File: src/rtl/fp_dot_seq.sv
// Dot-product sequencer in front of a shared single-precision fp_alu.
// Each operand pair takes one multiply cycle and then one accumulate cycle.
module fp_dot_seq #(
  parameter int unsigned LEN_W = 8
) (
  input  logic             clk,
  input  logic             rst_n,
  input  logic             start,
  input  logic [LEN_W-1:0] len,
  output logic             busy,
  input  logic             in_valid,
  output logic             in_ready,
  input  logic [31:0]      in_a,
  input  logic [31:0]      in_b,
  output logic [31:0]      alu_a,
  output logic [31:0]      alu_b,
  output logic [1:0]       alu_op,
  input  logic [31:0]      alu_out,
  output logic             done,
  output logic [31:0]      result
);

  localparam logic [1:0] OpAdd = 2'b00;
  localparam logic [1:0] OpMul = 2'b10;

  typedef enum logic [1:0] {StIdle, StMul, StAdd, StDone} state_e;

  state_e           state_q, state_d;
  logic [31:0]      acc_q, acc_d;
  logic [31:0]      prod_q, prod_d;
  logic [31:0]      result_q, result_d;
  logic [LEN_W-1:0] cnt_q, cnt_d;
  logic [LEN_W-1:0] len_q, len_d;
  logic [LEN_W-1:0] cnt_inc;

  assign cnt_inc = cnt_q + LEN_W'(1);
  assign result  = result_q;

  always_ff @(posedge clk or negedge rst_n) begin
    if (!rst_n) begin
      state_q  <= StIdle;
      acc_q    <= '0;
      prod_q   <= '0;
      result_q <= '0;
      cnt_q    <= '0;
      len_q    <= '0;
    end else begin
      state_q  <= state_d;
      acc_q    <= acc_d;
      prod_q   <= prod_d;
      result_q <= result_d;
      cnt_q    <= cnt_d;
      len_q    <= len_d;
    end
  end

  always_comb begin
    state_d  = state_q;
    acc_d    = acc_q;
    prod_d   = prod_q;
    result_d = result_q;
    cnt_d    = cnt_q;
    len_d    = len_q;
    busy     = 1'b1;
    in_ready = 1'b0;
    done     = 1'b0;
    alu_a    = '0;
    alu_b    = '0;
    alu_op   = OpAdd;

    unique case (state_q)
      StIdle: begin
        busy = 1'b0;
        if (start) begin
          len_d   = len;
          cnt_d   = '0;
          acc_d   = '0;
          state_d = (len != '0) ? StMul : StDone;
        end
      end
      StMul: begin
        in_ready = 1'b1;
        alu_a    = in_a;
        alu_b    = in_b;
        alu_op   = OpMul;
        if (in_valid) begin
          prod_d  = alu_out;
          state_d = StAdd;
        end
      end
      StAdd: begin
        alu_a   = acc_q;
        alu_b   = prod_q;
        alu_op  = OpAdd;
        acc_d   = alu_out;
        cnt_d   = cnt_inc;
        // len_q is never 0 here, so the count cannot wrap before matching
        state_d = (cnt_inc == len_q) ? StDone : StMul;
      end
      StDone: begin
        done     = 1'b1;
        result_d = acc_q;
        state_d  = StIdle;
      end
    endcase
  end

endmodule

File: config.mk
export PLATFORM = sky130hd
export DESIGN_NAME = fp_dot_seq
export DESIGN_NICKNAME = d
export VERILOG_FILES = /design/src/rtl/fp_dot_seq.sv
export SDC_FILE = /design/constraint.sdc
export NUM_CORES = 1
export LEC_CHECK = 0
export ABC_AREA = 1
export BUFFER_PORTS_ARGS = -buffer_cell sky130_fd_sc_hd__buf_4
export CAP_MARGIN = 20
export CORE_MARGIN = 5
export CORE_UTILIZATION = 45
export DETAILED_ROUTE_END_ITERATION = 8
export GPL_TIMING_DRIVEN = 0
export MAX_ROUTING_LAYER = met4
export PLACE_DENSITY_LB_ADDON = 0.3
export SLEW_MARGIN = 5
export SYNTH_ARGS = -nofsm -noshare
export SYNTH_HDL_FRONTEND = slang
export SYNTH_SLANG_ARGS = --single-unit
File: constraint.sdc
create_clock -name clk -period 2.4 [get_ports clk]
set_input_delay 0.12 -clock clk [delete_from_list [all_inputs] [get_ports clk]]
set_output_delay 0.12 -clock clk [all_outputs]
set_load 0.01 [all_outputs]
==> run_results.csv <==
group,metric,value,unit
run_status,status,"completed",
worst_setup_path,slowest_stage,"dfrtp_1",
timing,finClkSkew,0.006337,ns
yosys,async_flop_share,100.0,%
worst_setup_path,cpLargestDelayFamily,"buffers and inverters",
yosys,synthAdderAreaFrac,1.130,%
yosys,yosysSeqAreaShare,51.54,%
placement,placed_area,7277,um2
worst_setup_path,path_cells,"inv_1, ha_1, buf_4, buf_4, nand2_1, a21oi_1, buf_4",
drt,vias_per_cell,5.065,
placement,pre_cts_ws,-0.2233,ns
yosys,synth.area.top_cells,"dfrtp_1 (52%), nand2_1 (13%), a21oi_1 (9.0%)",
timing,rsz0062_at_grt,"no",
worst_setup_path,r2r-start,"state_q[0]",
yosys,synth.area.mux_share,1.017,%
yosys,yosysWarnings,0,
timing,fmax,438.7,MHz
worst_setup_path,end_kind,"output port",
final_layout,nets,1059,
placement,dpl.cell_count,1055,
worst_hold_path,worstHoldStart,"alu_out[2]",
final_layout,fin_area,8139,um2
worst_setup_path,cp_num_buf_inv,4,
yosys,yosys.area.top_type,"dfrtp_1",
clocking,cts_max_level,4,
worst_hold_path,min_path_type,"in2reg",
clocking,clkLatencyLatePin,0.41,ns
yosys,synth_top_family_by_area,"simple AND/OR/NAND/NOR gates",
global_route,grt_pass1_vias,5601,
timing,tns,0,ns
drt,num_vias,5602,
yosys,yosys.area_share.simple,19.85,%
clocking,cts_sinks,114,
floorplanning,die_area,14620,um2
floorplanning,initial_utilization,46.08,%
clocking,cts_setup_buffers,0,
floorplanning,core_area,12010,um2
yosys,yosysTopAreaCellShare,51.54,%
floorplanning,io_pins,209,
yosys,synth.most_common_cell,"nand2_1",
clocking,clk_pin_slew,0.06,ns
clocking,numCtsBuffers,17,
worst_setup_path,cp-startpoint,"state_q[1]",
yosys,synth.distinct_cells,30,
final_layout,diodes,0,
floorplanning,std_cell_rows,40,
clocking,cts_root_buffer,"clkbuf_16",
yosys,synth-xor-area-share,0,%
yosys,synth-edff-count,0,
final_layout,syn_to_final_growth,47.04,%
worst_setup_path,max_stage_delay,0.42,ns
yosys,synth_top_cells_by_count,"nand2_1 (198), dfrtp_1 (114), a21oi_1 (100)",
global_route,grt_overflow_total,0,
clocking,tritoncts,"done",
global_route,grt_max_degree,115,
placement,portBuffers,207,
timing,layout_setup_ws,0.1208,ns
drt,first_pass_iters,5,
yosys,ys.flop_type,"dfrtp_1",
placement,globalplace.congestion,0.8157,
power,power_leakage,4.076,nW
timing,finalMaxSlewViolations,0,
worst_setup_path,criticalPathCategory,"reg2out",
yosys,avgSynthCellArea,7.896,um2
drt,wl,18430,um
power,p_per_area,1347,nW/um2
power,power,10.97,mW
drt,drc,0,
timing,finalHoldViolCount,0,
clocking,clock_path_buffers,2,
timing,setup_violations,0,
yosys,syn_nets,814,
power,peakVddDrop,0.7710,mV
worst_setup_path,arrival,2.16,ns
drt,drt_iter0_drc,361,
global_route,grt_pass1_wl,28730,um
worst_setup_path,path_max_fanout,10,
yosys,synth_seq_cells,114,
drt,post_drt_wl_per_cell,16.67,um
floorplanning,die-width,120.9,um
worst_setup_path,path_common_cell,"buf_4",
final_layout,drive_gt1_share,30.14,%
worst_setup_path,cp.required,2.28,ns
timing,worst_slew_pin_slew,0.5666,ns
timing,fin_crit,2.279,ns
yosys,synth_compound_area_share,17.36,%
placement,hpwl,13320,um
flow_run,cap_violations,0,
floorplanning,dieHeight,120.9,um
timing,slew_headroom,62.22,%
yosys,netlist_area,5535,um2
global_route,antenna_found_initial,0,
timing,finalCritPeriodShare,94.97,%
global_route,grtUsageTotal,25.84,%
yosys,syn_inst,701,
worst_setup_path,startpoint_type,"register",
drt,detail-route-antenna-nets,0,
final_layout,fin_cells,1106,
==> routing by layer <==
metal / vias to the layer above / GRT usage, % / wire length, um
met4: 0 / 6.728 / 295
met3: 23 / 5.082 / 1104
met5: - / - / 0
met1: 2639 / 33.28 / 7975
li1: 2748 / - / -
met2: 192 / 42.20 / 9057
==> logic make-up after synthesis <==
family	count (synthesis)
AOI/OAI and AO/OA	181
adders and majority gates	5
buffers and inverters	128
DFF	114
muxes	5
other	1
and+or+nand+nor	267
==> flip-flops by register name, summed over array words and instances (netlist names) <==
signal / cells
result: 32
cnt_q: 8
state_q: 2
len_q: 8
prod_q: 32
acc_q: 32
==> cell type report <==
cell class / count / area (um2)
plain buffers: 43 / 219.0
clock buffers: 18 / 439.2
clock inverters: 14 / 177.7
fillers: 1073 / 3872
inverters: 85 / 319.1
multi-input cells: 459 / 2182
flip-flops and latches: 114 / 2853
well taps: 147 / 183.9
repair buffers: 226 / 1765
==> placed cells by master, fill, tap and decap left out, drive strengths merged <==
| master | netlist | layout |
|---|---|---|
| dlygate4sd3 | 0 | 18 |
| a31oi | 1 | 1 |
| nand3 | 19 | 19 |
| clkinvlp | 0 | 4 |
| mux2 | 5 | 5 |
| nor3 | 1 | 1 |
| inv | 84 | 88 |
| buf | 21 | 225 |
| nor2 | 45 | 45 |
| nor4 | 1 | 1 |
| nand2 | 200 | 200 |
| dfrtp | 114 | 114 |
| o21ai | 43 | 43 |
| bufinv | 0 | 3 |
| conb | 1 | 1 |
| a21oi | 101 | 101 |
| clkbuf | 22 | 44 |
| o22ai | 35 | 35 |
| or2 | 1 | 1 |
| clkinv | 1 | 4 |
| o21bai | 1 | 1 |
| ha | 5 | 5 |
==> final timing paths <==
path                               to  slack (ns)  cells past startpoint
min in group asynchronous    cnt_q[7]        0.19                      2
min reg2reg                prod_q[27]        0.48                      2
max reg2reg                 acc_q[12]        0.43                      8
max in group asynchronous   acc_q[15]        1.50                      3
min                         prod_q[2]        0.01                      3
max                         alu_a[30]        0.12                      7
==> power breakdown <==
| group | internal, mW | switching (mW) | total (mW) |
|---|---|---|---|
| clock | 1.67 | 0.947 | 2.62 |
| combinational | 2.03 | 3.14 | 5.17 |
| sequential | 2.72 | 0.458 | 3.18 |
| total | 6.42 | 4.55 | 11.0 |
==> worst reg2reg max path, stage by stage, from the launching register on <==
cell,delay [ns]
dfrtp_1,0.41
inv_1,0.13
ha_1,0.24
inv_2,0.07
or2_1,0.26
o21ai_2,0.17
inv_2,0.20
buf_2,0.25
o22ai_1,0.17
==> metrics by stage <==
step	utilization (%)	hold WS (ns)
2_1_floorplan	-	-0.1756
3_3_place_gp	60.55	0.3656
4_1_cts	67.42	0.001291
6_report	67.76	0.01243
5_1_grt	67.76	0.01124
3_5_place_dp	60.58	0.3374
==> timing repair <==
action,CTS,global route
gates resized for setup,15,12
hold buffers,18,0
cloned,0,0
endpoints found under the hold margin,136,0
endpoints found under the setup margin,61,44
Power figures use the tool's default switching activity.
